--- config.mk ---
export PLATFORM = sky130hd
export DESIGN_NAME = mac_array_ctrl
export DESIGN_NICKNAME = d
export VERILOG_FILES = /design/src/rtl/mac_ctrl_pkg.sv /design/src/rtl/mac_skew_gen.sv /design/src/rtl/mac_array_ctrl.sv
export SDC_FILE = /design/constraint.sdc
export NUM_CORES = 1
export LEC_CHECK = 0
export BUFFER_PORTS_ARGS = -buffer_cell sky130_fd_sc_hd__buf_4
export CELL_PAD_IN_SITES_DETAIL_PLACEMENT = 1
export CELL_PAD_IN_SITES_GLOBAL_PLACEMENT = 2
export CORE_UTILIZATION = 43
export DETAILED_ROUTE_END_ITERATION = 8
export GPL_ROUTABILITY_DRIVEN = 1
export GPL_TIMING_DRIVEN = 0
export HOLD_SLACK_MARGIN = 0.1
export PLACE_DENSITY = 0.95
export RECOVER_POWER = 50
export SLEW_MARGIN = 20
export SYNTH_ARGS = -nofsm -noshare
export SYNTH_HDL_FRONTEND = slang
export SYNTH_SLANG_ARGS = --single-unit
--- constraint.sdc ---
create_clock -name clk -period 3.5 [get_ports clk]
set_input_delay 0.35 -clock clk [delete_from_list [all_inputs] [get_ports clk]]
set_output_delay 0.35 -clock clk [all_outputs]
set_load 0.02 [all_outputs]
--- src/rtl/mac_ctrl_pkg.sv ---
// mac_ctrl_pkg: shared sizing constants and FSM state encoding for the MAC array controller
package mac_ctrl_pkg;
  localparam int MAC_ROW = 16;
  localparam int MAC_COL = 16;
  localparam int MAX_IFMAP_NUM = 1024;
  localparam int CNT_W = $clog2(MAX_IFMAP_NUM + 1);
  typedef enum logic [2:0] {
    IDLE,
    PREFETCH,
    W_LOAD,
    IF_START,
    IF_FEED,
    DRAIN,
    DONE
  } state_e;
endpackage

--- src/rtl/mac_skew_gen.sv ---
// mac_skew_gen: per-row ifmap start shift chain with N-cycle read/enable windows
module mac_skew_gen #(
  parameter int ROWS = 16,
  parameter int CNT_W = 11
) (
  input  logic             clk,
  input  logic             rstn,
  input  logic             clr,
  input  logic             start_in,
  input  logic [CNT_W-1:0] n_in,
  output logic [ROWS-1:0]  rd_en_out,
  output logic [ROWS-1:0]  en_out
);
  logic [ROWS-1:0] sh_q, sh_d, en_q, en_d;
  logic [ROWS-1:0][CNT_W-1:0] cnt_q, cnt_d;
  // start pulse ripples one row per cycle; each row then holds its read strobe for n_in cycles
  always_comb begin
    rd_en_out = '0;
    cnt_d = '0;
    sh_d = clr ? '0 : {sh_q[ROWS-2:0], start_in};
    for (int r = 0; r < ROWS; r++) begin
      rd_en_out[r] = sh_q[r] || (cnt_q[r] != '0);
      cnt_d[r] = clr ? '0 :
                 sh_q[r] ? n_in - CNT_W'(1) :
                 (cnt_q[r] != '0) ? cnt_q[r] - CNT_W'(1) : '0;
    end
    en_d = clr ? '0 : rd_en_out;
  end
  // skew registers; enable is the read strobe delayed to line up with buffer data
  always_ff @(posedge clk or negedge rstn) begin
    if (!rstn) begin
      sh_q <= '0;
      cnt_q <= '0;
      en_q <= '0;
    end else begin
      sh_q <= sh_d;
      cnt_q <= cnt_d;
      en_q <= en_d;
    end
  end
  assign en_out = en_q;
endmodule

--- src/rtl/mac_array_ctrl.sv ---
// mac_array_ctrl: sequences weight load, skewed ifmap feed and ofmap completion for a MAC array
module mac_array_ctrl #(
  parameter int MAC_ROW = mac_ctrl_pkg::MAC_ROW,
  parameter int MAC_COL = mac_ctrl_pkg::MAC_COL,
  parameter int MAX_IFMAP_NUM = mac_ctrl_pkg::MAX_IFMAP_NUM,
  parameter int CNT_W = $clog2(MAX_IFMAP_NUM + 1)
) (
  input  logic                       clk,
  input  logic                       rstn,
  input  logic                       start_in,
  input  logic                       abort_in,
  input  logic [CNT_W-1:0]           ifmap_num_in,
  output logic                       busy_out,
  output logic                       done_out,
  output logic                       err_out,
  output logic                       w_rd_en_out,
  output logic [$clog2(MAC_ROW)-1:0] w_rd_addr_out,
  output logic                       w_prefetch_out,
  output logic                       w_enable_out,
  output logic [MAC_ROW-1:0]         ifmap_rd_en_out,
  output logic                       ifmap_start_out,
  output logic [MAC_ROW-1:0]         ifmap_enable_out,
  input  logic [MAC_COL-1:0]         ofmap_valid_in
);
  import mac_ctrl_pkg::*;
  localparam int ROW_W = $clog2(MAC_ROW);
  state_e state_q, state_d;
  logic [ROW_W-1:0] wcnt_q, wcnt_d;
  logic [CNT_W-1:0] n_q, n_d;
  logic err_q, err_d, w_en_q, w_en_d, all_cnt;
  logic [MAC_COL-1:0][CNT_W-1:0] col_q, col_d;
  logic [MAC_ROW-1:0] rd_en, en;
  // next state, weight address, job length, column tallies and sticky error
  always_comb begin
    state_d = state_q;
    wcnt_d = wcnt_q;
    n_d = n_q;
    err_d = err_q;
    col_d = col_q;
    all_cnt = 1'b1;
    for (int c = 0; c < MAC_COL; c++) begin
      all_cnt = all_cnt && (col_q[c] == n_q);
      if (state_q != IDLE && ofmap_valid_in[c]) begin
        if (col_q[c] == n_q) err_d = 1'b1;
        else col_d[c] = col_q[c] + CNT_W'(1);
      end
    end
    case (state_q)
      IDLE: if (start_in) begin
        state_d = (ifmap_num_in == '0) ? DONE : PREFETCH;
        n_d = ifmap_num_in;
        err_d = 1'b0;
        col_d = '0;
      end
      PREFETCH: begin
        state_d = W_LOAD;
        wcnt_d = ROW_W'(MAC_ROW - 1);
      end
      W_LOAD: begin
        wcnt_d = wcnt_q - ROW_W'(1);
        if (wcnt_q == '0) state_d = IF_START;
      end
      IF_START: state_d = IF_FEED;
      IF_FEED: if (en[MAC_ROW-1] && !rd_en[MAC_ROW-1]) state_d = DRAIN;
      DRAIN: if (all_cnt) state_d = DONE;
      DONE: state_d = IDLE;
      default: state_d = IDLE;
    endcase
    if (abort_in) begin
      state_d = IDLE;
      wcnt_d = '0;
      col_d = '0;
      n_d = n_q;
      err_d = err_q;
    end
    w_en_d = !abort_in && state_q == W_LOAD;
  end
  // controller state registers
  always_ff @(posedge clk or negedge rstn) begin
    if (!rstn) begin
      state_q <= IDLE;
      wcnt_q <= '0;
      n_q <= '0;
      err_q <= 1'b0;
      w_en_q <= 1'b0;
      col_q <= '0;
    end else begin
      state_q <= state_d;
      wcnt_q <= wcnt_d;
      n_q <= n_d;
      err_q <= err_d;
      w_en_q <= w_en_d;
      col_q <= col_d;
    end
  end
  mac_skew_gen #(
    .ROWS (MAC_ROW),
    .CNT_W(CNT_W)
  ) u_skew (
    .clk      (clk),
    .rstn     (rstn),
    .clr      (abort_in),
    .start_in (state_q == IF_START),
    .n_in     (n_q),
    .rd_en_out(rd_en),
    .en_out   (en)
  );
  assign busy_out = state_q != IDLE;
  assign done_out = state_q == DONE;
  assign err_out = err_q;
  assign w_rd_en_out = state_q == W_LOAD;
  assign w_rd_addr_out = w_rd_en_out ? wcnt_q : '0;
  assign w_prefetch_out = state_q == PREFETCH;
  assign w_enable_out = w_en_q;
  assign ifmap_start_out = state_q == IF_START;
  assign ifmap_rd_en_out = rd_en;
  assign ifmap_enable_out = en;
endmodule

==> summary.txt, run 1 <==
VDD IR max = 0.427 mV
Largest net degree at the start of global routing = 85
Setup TNS = 0 ps
Drt drc = 0
Final min period = 3480 ps
CP Capture Type = register
TritonCTS clock tree = built
Vias per inst = 5.71
Layout area overhead = 14.3%
Nets = 2659
Drt pass-1 iters = 5
Initial antenna violation count = 0
Outcome = finished, violations left
Syn nets = 2521
Setup ws final = 20.9 ps
Synth unique cells = 58
Diode count = 0
Clk_lat worst skew = 600 ps
Final hold vios = 0
Post-DR wirelength/cell = 21.6 microns
Fin cells = 3312
Warnings from Yosys = 0
FF/Latch Area = 10100 sq um
CP arrival = 4000 ps
Routed Wire Length = 71600 microns
Hold Worst Slack = 174 ps
Pre-CTS setup slack = -900 ps
Max-slew violations = 60
Worst Path Max Fanout = 16
Total gr overflow = 0
Port Buffers = 72
Data required, critical path = 4020 ps
Sequential share of power = 29.5%
Gr usage total = 27.0%
Highest-count cells in the layout ignoring fill and taps = 404 x dfrtp_1, 386 x nor2_1, 348 x xor2_1, 152 x a21oi_1, 124 x nand2_1
# IOs = 74
Global-route wire length before repair = 114000 microns
Vias in the first global route = 20500
Clk_skew = 28.4 ps
# rows = 83
Post-Syn Area = 22700 sq um
Die height = 232 microns
Clock power frac = 25.2%
Max H-tree Level = 2
Max clock buf depth = 3
ANT nets after route = 0
Final Util = 50.2%
Worst-margin pin slew = 1580 ps
Leading cell type in the layout, fill and taps excluded = dfrtp_1
Multi-input gate area = 11600 sq um
Die X = 232 microns
Kind of critical path = register to register
Comb power frac = 45.3%
Avg Inst Size Synth = 9.25 sq um
1st-iter DRT viols = 1026
Worst relative slew slack = -5.21%
Setup Fix Bufs, Post-CTS = 0
Sequential-to-total area share from yosys stat = 44.5%
Core area = 51700 sq um
Final period util = 99.4%
Dpl hpwl = 47700 microns
RSZ-0062 raised after global routing = false
Starting density of the core = 43.9%
Mapped Cells = 2456
Critical Path Source Type = register
Peak Freq = 287 MHz
Switching pwr = 9030 uW
Leakage = 0.0121 uW
Fillers = 5908
Worst Hold Class = input pin to register
Root Driver = clkbuf_16
GP Congestion = 0.849
Synth Register Bits = 404
Max cap viols = 1
Final setup vio count = 0
Die area = 53700 sq um
P_int = 12400 uW
Sw frac = 42.2%
CTS Buf Count = 48
Share of layout cells above drive strength 1 = 9.92%
Failing checks = max-capacitance violations, max-slew violations
Num Clock Sinks = 404
Dpl cells = 3213
Power per Cell Area = 824 nW/um^2
Detailed-route via count = 18900
CTS clk-pin slew, worst paths = 60 ps
final cells by class:
type | count | area share, %
Buffer | 135 | 2.69
Clock buffer | 69 | 5.43
Timing Repair Buffer | 89 | 2.64
Multi-Input combinational cell | 1839 | 44.8
Inverter | 77 | 1.13
Tap cell | 680 | 3.28
Clock inverter | 19 | 1.08
Sequential cell | 404 | 39.0
power groups by stage:
stage | Sequential (uW) | Combinational [uW] | Clock, uW
CTS | 6290 | 9710 | 5490
detailed placement | 6360 | 9570 | 0
global placement | 6300 | 9170 | 0
floorplan | 6260 | 6610 | 0
finish | 6310 | 9690 | 5390
global route | 6400 | 10500 | 5640
path summary, 6_finish.rpt:
check	startpoint	end	slack, ps	cells after the start
worst max-delay path	n_q[0]	u_skew.cnt_q[12]	20	7
worst min-delay path	start_in	err_out	170	4
worst max register to register	n_q[0]	u_skew.cnt_q[12]	20	7
worst min register to register	wcnt_q[3]	wcnt_q[3]	530	1
max in group asynchronous	rstn	wcnt_q[0]	710	3
min in group asynchronous	rstn	u_skew.cnt_q[136]	680	2
cell usage after synthesis, drive strengths merged:
| master | number | share of area [%] |
|---|---|---|
| or4b | 1 | 0.061 |
| and2 | 6 | 0.17 |
| nand3b | 8 | 0.26 |
| nor2 | 397 | 6.7 |
| xnor2 | 73 | 2.8 |
| and4 | 1 | 0.039 |
| inv | 77 | 1.3 |
| mux2i | 15 | 0.66 |
| nand2b | 16 | 0.44 |
| o211a | 1 | 0.044 |
| nor3 | 117 | 2.6 |
| buf | 62 | 1.9 |
| nand4 | 80 | 2.8 |
| or4 | 2 | 0.072 |
| nor3b | 18 | 0.59 |
| xor2 | 351 | 14 |
| o21a | 22 | 0.73 |
| clkbuf | 74 | 1.2 |
| a311oi | 1 | 0.039 |
| and3 | 73 | 2.0 |
| a21oi | 152 | 3.3 |
| nor2b | 6 | 0.17 |
| nor4 | 76 | 2.2 |
| o31ai | 2 | 0.066 |
| o311ai | 2 | 0.077 |
| a22oi | 42 | 1.6 |
| a21o | 3 | 0.10 |
| or3 | 50 | 1.4 |
| o21ai | 76 | 1.7 |
| a31oi | 1 | 0.028 |
| ha | 34 | 1.9 |
| dfrtp | 404 | 45 |
| o22a | 18 | 0.69 |
| nand2 | 126 | 2.1 |
| nor4bb | 1 | 0.044 |
| or2 | 7 | 0.19 |
| mux2 | 11 | 0.55 |
| o21bai | 1 | 0.033 |
| o22ai | 6 | 0.17 |
| a211oi | 12 | 0.40 |
| nor4b | 2 | 0.14 |
| nand3 | 29 | 0.64 |
sequential cells by signal (all words and copies together), names as in the netlist:
| register | count |
|---|---|
| col_q | 176 |
| u_skew.cnt_q | 176 |
| u_skew.en_out | 16 |
| u_skew.sh_q | 16 |
| n_q | 11 |
| wcnt_q | 4 |
| state_q | 3 |
| err_out | 1 |
| w_enable_out | 1 |
what timing repair did:
| action | CTS | global route |
|---|---|---|
| hold buffers | 12 | 0 |
| endpoints found under the setup margin | 73 | 1 |
| endpoints found under the hold margin | 68 | 0 |
| pin swaps | 0 | 0 |
| resized for setup | 6 | 2 |
cell families (layout without fill, tap and decap cells):
kind of cell    Yosys count  in the layout  share of synthesized area [%]
fa+ha+maj                34             34                           1.87
simple gates           1016           1016                           22.6
buf+inv                 213            389                           4.35
xor+xnor                424            424                           16.5
flops                   404            404                           44.5
compound gates          339            339                           8.96
mux                      26             26                           1.21
worst max-delay path, stage by stage, from the launching register on:
cell and delay (ps):
dfrtp_1 380, buf_2 390, clkinvlp_4 650, ha_1 510, inv_1 390, clkbuf_1 770
a21oi_1 150, nor2_1 160
metrics by stage:
stage          total power (uW)  cell area (sq um)
6_report                  21400              26000
5_1_grt                   22600              26000
4_1_cts                   21500              26100
3_5_place_dp              15900              24300
3_3_place_gp              15500              24100
2_1_floorplan             12900              22700
metal layers:
layer	vias up	routed length [microns]	global-route usage (%)
li1	8673	-	-
met1	9681	30700	34.4
met2	418	35300	46.6
met3	152	2920	2.96
met4	0	2710	10.9
met5	-	0	0
Power figures use the tool's default switching activity.
==> run 2, diff against run 1 <==
--- a/config.mk
+++ b/config.mk
@@ -8,12 +8,12 @@
 export BUFFER_PORTS_ARGS = -buffer_cell sky130_fd_sc_hd__buf_4
 export CELL_PAD_IN_SITES_DETAIL_PLACEMENT = 1
 export CELL_PAD_IN_SITES_GLOBAL_PLACEMENT = 2
-export CORE_UTILIZATION = 43
+export CORE_UTILIZATION = 40
 export DETAILED_ROUTE_END_ITERATION = 8
 export GPL_ROUTABILITY_DRIVEN = 1
 export GPL_TIMING_DRIVEN = 0
 export HOLD_SLACK_MARGIN = 0.1
-export PLACE_DENSITY = 0.95
+export PLACE_DENSITY = 0.92
 export RECOVER_POWER = 50
 export SLEW_MARGIN = 20
 export SYNTH_ARGS = -nofsm -noshare
==> constraint.sdc (replaced) <==
create_clock -name clk -period 3.6 [get_ports clk]
set_input_delay 0.36 -clock clk [delete_from_list [all_inputs] [get_ports clk]]
set_output_delay 0.36 -clock clk [all_outputs]
set_load 0.02 [all_outputs]
==> summary.txt, run 2 (synthesis results as in run 1) <==
Worst-margin pin slew = 2220 ps (was 1580 ps)
Vias in the first global route = 20400 (was 20500)
Crit path max-delay cell type = nor3b_1 (was clkbuf_1)
Met1 WL = 30800 microns (was 30700 microns)
Leakage = 0.0121 uW (about the same)
Clk_skew = 22.0 ps (was 28.4 ps)
Max-slew violations = 80 (was 60)
Max H-tree Level = 2 (unchanged)
Starting density of the core = 40.8% (was 43.9%)
ANT nets after route = 0 (unchanged)
Routed Wire Length = 71000 microns (was 71600 microns)
Detailed-route via count = 18800 (was 18900)
Kind of critical path = register to primary output (was register to register)
Fin cells = 3379 (was 3312)
Core area = 55600 sq um (was 51700 sq um)
Power per Cell Area = 789 nW/um^2 (was 824 nW/um^2)
RSZ-0062 raised after global routing = false (unchanged)
Outcome = finished, violations left (unchanged)
Die area = 57700 sq um (was 53700 sq um)
VDD IR max = 0.421 mV (was 0.427 mV)
Num Clock Sinks = 404 (unchanged)
# rows = 86 (was 83)
Dpl cells = 3280 (was 3213)
Sequence of cells on the critical path = inv_1 > ha_1 > nor3b_1 > nand2_1 > nor4_1 > clkbuf_2 > nand2_1 > buf_4 (was buf_2 > clkinvlp_4 > ha_1 > inv_1 > clkbuf_1 > a21oi_1 > nor2_1)
Die X = 240 microns (was 232 microns)
Worst Path Max Fanout = 10 (was 16)
Dpl hpwl = 47900 microns (was 47700 microns)
Final min period = 3300 ps
Critical Path Source Type = register (unchanged)
Share of layout cells above drive strength 1 = 9.96% (was 9.92%)
Final hold vios = 0 (unchanged)
Highest-count cells in the layout ignoring fill and taps = 404 x dfrtp_1, 386 x nor2_1, 348 x xor2_1, 152 x a21oi_1, 124 x nand2_1 (unchanged)
Global-route wire length before repair = 114000 microns (about the same)
Fillers = 6443 (was 5908)
Failing checks = max-capacitance violations, max-slew violations (unchanged)
WL met2 = 34800 microns (was 35300 microns)
# IOs = 74 (unchanged)
Critical Path Max Stage Delay = 450 ps (was 770 ps)
Port Buffers = 72 (unchanged)
Drt drc = 0 (unchanged)
CP Capture Type = primary output (was register)
Hold Worst Slack = 208 ps (was 174 ps)
Leading cell type in the layout, fill and taps excluded = dfrtp_1 (unchanged)
Worst Hold Class = input pin to register (unchanged)
Highest metal used = met4 (unchanged)
Layout area overhead = 14.3% (about the same)
Peak Freq = 303 MHz
Data required, critical path = 3240 ps (was 4020 ps)
Setup ws final = 298 ps (was 20.9 ps)
CTS clk-pin slew, worst paths = 60 ps (about the same)
Final setup vio count = 0 (unchanged)
Die height = 240 microns (was 232 microns)
Drt pass-1 iters = 6 (was 5)
Gr usage total = 25.2% (was 27.0%)
Vias per inst = 5.56 (was 5.71)
Pre-CTS setup slack = -756 ps (was -900 ps)
Biggest regs = col_q x176, u_skew.cnt_q x176 (unchanged)
Worst relative slew slack = -47.7% (was -5.21%)
1st-iter DRT viols = 1087 (was 1026)
GP Congestion = 0.848 (was 0.849)
Crit-path most repeated cell = nand2_1
Max clock buf depth = 3 (unchanged)
Post-DR wirelength/cell = 21.0 microns (was 21.6 microns)
TritonCTS clock tree = built (unchanged)
Final period util = 91.7%
Met3 WL post-DR = 2880 microns (was 2920 microns)
Clk_lat worst skew = 610 ps (was 600 ps)
Total gr overflow = 0 (unchanged)
Root Driver = clkbuf_16 (unchanged)
Nets = 2662 (was 2659)
Max cap viols = 1 (unchanged)
Largest net degree at the start of global routing = 97 (was 85)
CTS Buf Count = 48 (unchanged)
Initial antenna violation count = 0 (unchanged)
CP arrival = 2940 ps (was 4000 ps)
Diode count = 0 (unchanged)
[run 2: final timing paths]
| path | to | slack (ps) | from | cells past startpoint |
|---|---|---|---|---|
| max | ifmap_rd_en_out[0] | 300 | u_skew.cnt_q[0] | 8 |
| max in group asynchronous | col_q[172] | 710 | rstn | 3 |
| min in group asynchronous | u_skew.en_out[14] | 930 | rstn | 2 |
| min reg2reg | wcnt_q[3] | 560 | wcnt_q[3] | 1 |
| min | err_out | 210 | start_in | 4 |
| max reg2reg | u_skew.cnt_q[156] | 500 | n_q[0] | 9 |
[run 2: stage by stage]
step	power (uW)	setup TNS (ps)	cell area [sq um]	utilization, %
after floorplan	12500	0	22700	-
after global placement	15100	-837190	24200	43.5
after detailed placement	15500	-16140	24300	43.7
after CTS	20600	0	26000	46.8
after global routing	21800	0	26000	46.7
final	20500	0	26000	46.7
[run 2: timing repair]
item,in CTS,in global routing
endpoints found under the hold margin,89,0
endpoints found under the setup margin,66,18
resized for setup,3,3
buffers inserted,0,4
hold buffers,12,0
[run 2: power breakdown]
part / internal (uW) / switching, uW / total, uW
clock network: 2950 / 2050 / 4990
logic: 3490 / 5880 / 9370
registers: 5380 / 756 / 6130
[run 2: layer usage]
layer,track usage [%],vias up
met4,9.19,0
met3,3.40,143
met1,32.0,9593
met2,43.4,371
met5,0,-
li1,-,8685
[run 2: critical path: cells and delay by family, from the launching register on]
kind	cells	cell delay (ps)
AND/OR/NAND/NOR	4	1140
buffers and inverters	3	600
flip-flops	1	410
adder cells (fa/ha/maj)	1	200
[run 2: area by class of cell]
class / instances / area [sq um] / area share (%)
Clock buffer: 66 / 1370 / 5.27
Buffer: 135 / 701 / 2.70
Sequential cell: 404 / 10100 / 38.9
Clock inverter: 18 / 226 / 0.872
Multi-Input combinational cell: 1839 / 11600 / 44.8
Inverter: 77 / 293 / 1.13
Timing Repair Buffer: 92 / 711 / 2.74
Tap cell: 748 / 936 / 3.60
==> run 3, diff against run 2 <==
--- a/config.mk
+++ b/config.mk
@@ -5,15 +5,16 @@
 export SDC_FILE = /design/constraint.sdc
 export NUM_CORES = 1
 export LEC_CHECK = 0
+export ABC_AREA = 1
 export BUFFER_PORTS_ARGS = -buffer_cell sky130_fd_sc_hd__buf_4
 export CELL_PAD_IN_SITES_DETAIL_PLACEMENT = 1
 export CELL_PAD_IN_SITES_GLOBAL_PLACEMENT = 2
-export CORE_UTILIZATION = 40
+export CORE_UTILIZATION = 38
 export DETAILED_ROUTE_END_ITERATION = 8
 export GPL_ROUTABILITY_DRIVEN = 1
 export GPL_TIMING_DRIVEN = 0
 export HOLD_SLACK_MARGIN = 0.1
-export PLACE_DENSITY = 0.92
+export PLACE_DENSITY = 0.93
 export RECOVER_POWER = 50
 export SLEW_MARGIN = 20
 export SYNTH_ARGS = -nofsm -noshare
==> summary.txt, run 3 <==
Data required, critical path = 3240 ps (about the same)
Sequence of cells on the critical path = inv_1 > ha_1 > inv_1 > nor2_1 > nand3_1 > nor3_2 > nand2_1 > nor2_1 > inv_1 > nor2_2 > inv_1 > buf_4 (was inv_1 > ha_1 > nor3b_1 > nand2_1 > nor4_1 > clkbuf_2 > nand2_1 > buf_4)
Diode count = 0 (unchanged)
Final hold vios = 0 (unchanged)
Routed Wire Length = 80600 microns (was 71000 microns)
# IOs = 74 (unchanged)
CP delay by family, top = simple AND/OR/NAND/NOR gates (unchanged)
Placement Cell Area = 25900 sq um (was 24300 sq um)
Worst relative slew slack = -23.6% (was -47.7%)
Syn nets = 3204 (was 2521)
Comb power frac = 47.9% (was 45.7%)
Nets = 3344 (was 2662)
P_int = 12500 uW (was 11800 uW)
Critical Path Max Stage Delay = 370 ps (was 450 ps)
Total gr overflow = 0 (unchanged)
Global-route wire length before repair = 127000 microns (was 114000 microns)
Max H-tree Level = 2 (unchanged)
Power per Cell Area = 824 nW/um^2 (was 789 nW/um^2)
Post-Syn Area = 24200 sq um (was 22700 sq um)
Die area = 64600 sq um (was 57700 sq um)
Layout area overhead = 14.2% (was 14.3%)
Synth unique cells = 64 (was 58)
Leakage = 0.0125 uW (was 0.0121 uW)
Drt drc = 0 (unchanged)
VDD IR max = 0.447 mV (was 0.421 mV)
CP Capture Type = primary output (unchanged)
Mapped Cells = 3139 (was 2456)
Failing checks = max-capacitance violations, max-slew violations (unchanged)
PostCTS Resize Cnt = 0 (was 3)
Post-DR wirelength/cell = 19.3 microns (was 21.0 microns)
Vias in the first global route = 22900 (was 20400)
CTS Hold Bufs = 12 (unchanged)
Leading cell type in the layout, fill and taps excluded = nand2_1 (was dfrtp_1)
Post-synth top area cell = dfrtp_1 (unchanged)
Core area = 63000 sq um (was 55600 sq um)
TritonCTS clock tree = built (unchanged)
Num Clock Sinks = 404 (unchanged)
# rows = 92 (was 86)
RSZ-0062 raised after global routing = false (unchanged)
ANT nets after route = 0 (unchanged)
Setup Fix Bufs, Post-CTS = 0 (unchanged)
1st-iter DRT viols = 1380 (was 1087)
Vias per inst = 5.28 (was 5.56)
Hold Worst Slack = 136 ps (was 208 ps)
Detailed-route via count = 22000 (was 18800)
Sequential-to-total area share from yosys stat = 41.8% (was 44.5%)
Dpl hpwl = 55500 microns (was 47900 microns)
Final min period = 3300 ps (about the same)
Avg Inst Size Synth = 7.70 sq um (was 9.25 sq um)
Commonest cells post-synth = 562 x nand2_1, 506 x inv_1, 404 x dfrtp_1, 359 x nor2_1, 196 x o21ai_0 (was 404 x dfrtp_1, 388 x nor2_1, 348 x xor2_1, 152 x a21oi_1, 124 x nand2_1)
Worst Hold Class = input pin to register (unchanged)
Sw frac = 45.1% (was 42.4%)
Final setup vio count = 0 (unchanged)
Number of enable flip-flop cells after synthesis = 0 (unchanged)
Outcome = finished, violations left (unchanged)
Root Driver = clkbuf_16 (unchanged)
Dpl cells = 4062 (was 3280)
Port Buffers = 73 (was 72)
Max clock buf depth = 3 (unchanged)
Fin cells = 4166 (was 3379)
Critical Path Source Type = register (unchanged)
Post-synth top flop = dfrtp_1 (unchanged)
Biggest regs = col_q x176, u_skew.cnt_q x176 (unchanged)
Worst-margin pin slew = 1850 ps (was 2220 ps)
Tot Pwr = 22700 uW (was 20500 uW)
Worst Path Max Fanout = 5 (was 10)
Fillers = 7783 (was 6443)
CTS Buf Count = 49 (was 48)
Max-slew violations = 64 (was 80)
Max cap viols = 1 (unchanged)
Setup ws final = 302 ps (was 298 ps)
Final period util = 91.6% (was 91.7%)
Starting density of the core = 38.4% (was 40.8%)
Share of layout cells above drive strength 1 = 7.92% (was 9.96%)
Gr usage total = 25.4% (was 25.2%)
Die height = 254 microns (was 240 microns)
Ys async rst share = 100% (unchanged)
Drt pass-1 iters = 5 (was 6)
Switching pwr = 10300 uW (was 8680 uW)
Clk_skew = 20.9 ps (was 22.0 ps)
Kind of critical path = register to primary output (unchanged)
Largest net degree at the start of global routing = 97 (unchanged)
Synth area leaders = dfrtp_1 42%, nand2_1 8.7%, inv_1 7.9% (was dfrtp_1 45%, xor2_1 13%, nor2_1 6.4%)
Warnings from Yosys = 0 (unchanged)
Initial antenna violation count = 1 (was 0)
CTS clk-pin slew, worst paths = 60 ps (about the same)
Synth Register Bits = 404 (unchanged)
Peak Freq = 303 MHz (about the same)
Clock power frac = 23.7% (was 24.4%)
Highest-count cells in the layout ignoring fill and taps = 569 x nand2_1, 509 x inv_1, 404 x dfrtp_1, 361 x nor2_1, 196 x o21ai_0 (was 404 x dfrtp_1, 386 x nor2_1, 348 x xor2_1, 152 x a21oi_1, 124 x nand2_1)
Crit-path most repeated cell = inv_1 (was nand2_1)
GP Congestion = 0.849 (was 0.848)
Pre-CTS setup slack = 667 ps (was -756 ps)
Sequential share of power = 28.5% (was 29.9%)
Dominant cell by count in the synthesized netlist = nand2_1 (was dfrtp_1)
Die X = 254 microns (was 240 microns)
Crit path max-delay cell type = dfrtp_1 (was nor3b_1)
CP Buf/Inv Count = 5 (was 3)
Clk_lat worst skew = 600 ps (was 610 ps)
Post-synth top area share = 41.8% (was 44.5%)
CP arrival = 2940 ps (about the same)
Post-route design area = 27600 sq um (was 26000 sq um)
## run 3: changes by cell type after synthesis, moves of 50 or more
cell / before / now
o21ai_0: 76 / 196
nand3_1: 29 / 120
inv_1: 77 / 506
xor2_1: 348 / 71
xnor2_1: 72 / 165
and3_1: 73 / 3
or3_1: 50 / 0
nand2_1: 124 / 562
## run 3: worst paths after layout
path	from	to	slack, ps	cells after the start
hold / removal	ifmap_num_in[0]	n_q[0]	140	3
setup reg to reg	n_q[1]	u_skew.cnt_q[138]	600	9
setup / recovery	u_skew.cnt_q[143]	ifmap_rd_en_out[13]	300	12
min in group asynchronous	rstn	u_skew.cnt_q[60]	820	2
hold reg to reg	wcnt_q[3]	wcnt_q[3]	490	2
max in group asynchronous	rstn	col_q[105]	620	5
## run 3: logic make-up after synthesis
logic type	share of synthesized area, %
AOI/OAI and AO/OA	13.9
xor gates and xnor gates	8.82
adders and majority gates	1.76
buffers and inverters	9.95
DFF	41.8
and+or+nand+nor	23.7
## run 3: metrics by stage
step / setup TNS, ps / utilization, %
finish: 0 / 43.8
global route: 0 / 43.8
CTS: 0 / 44.1
detailed placement: 0 / 41.1
global placement: -886570 / 40.9
floorplan: 0 / -
## run 3: layout make-up
cell class | instances | area, sq um | area share [%]
buffer | 67 | 409 | 1.48
clock buffer | 68 | 1420 | 5.14
clock inverter | 24 | 324 | 1.17
inverter | 526 | 1980 | 7.18
multi-input combinational | 2142 | 11600 | 42.1
sequential | 404 | 10100 | 36.6
tap | 846 | 1060 | 3.83
timing repair buffer | 89 | 686 | 2.48
## run 3: power groups by stage
stage               Sequential (uW)  Clock, uW  Combinational (uW)
global placement               6490          0               10600
detailed placement             6530          0               10900
CTS                            6470       5490               11000
global route                   6610       5660               12100
finish                         6480       5380               10900
floorplan                      6390          0                7420
## run 3: layer usage
layer / track usage (%) / vias up / wire [microns]
met5: 0 / - / 13
met4: 9.52 / 2 / 3050
met3: 3.36 / 181 / 3510
met2: 43.3 / 444 / 38100
met1: 32.8 / 10900 / 35900
li1: - / 10500 / -
## run 3: worst min-delay path: stages
cell     delay [ps]
buf_4           110
inv_1            70
o21ai_0         120
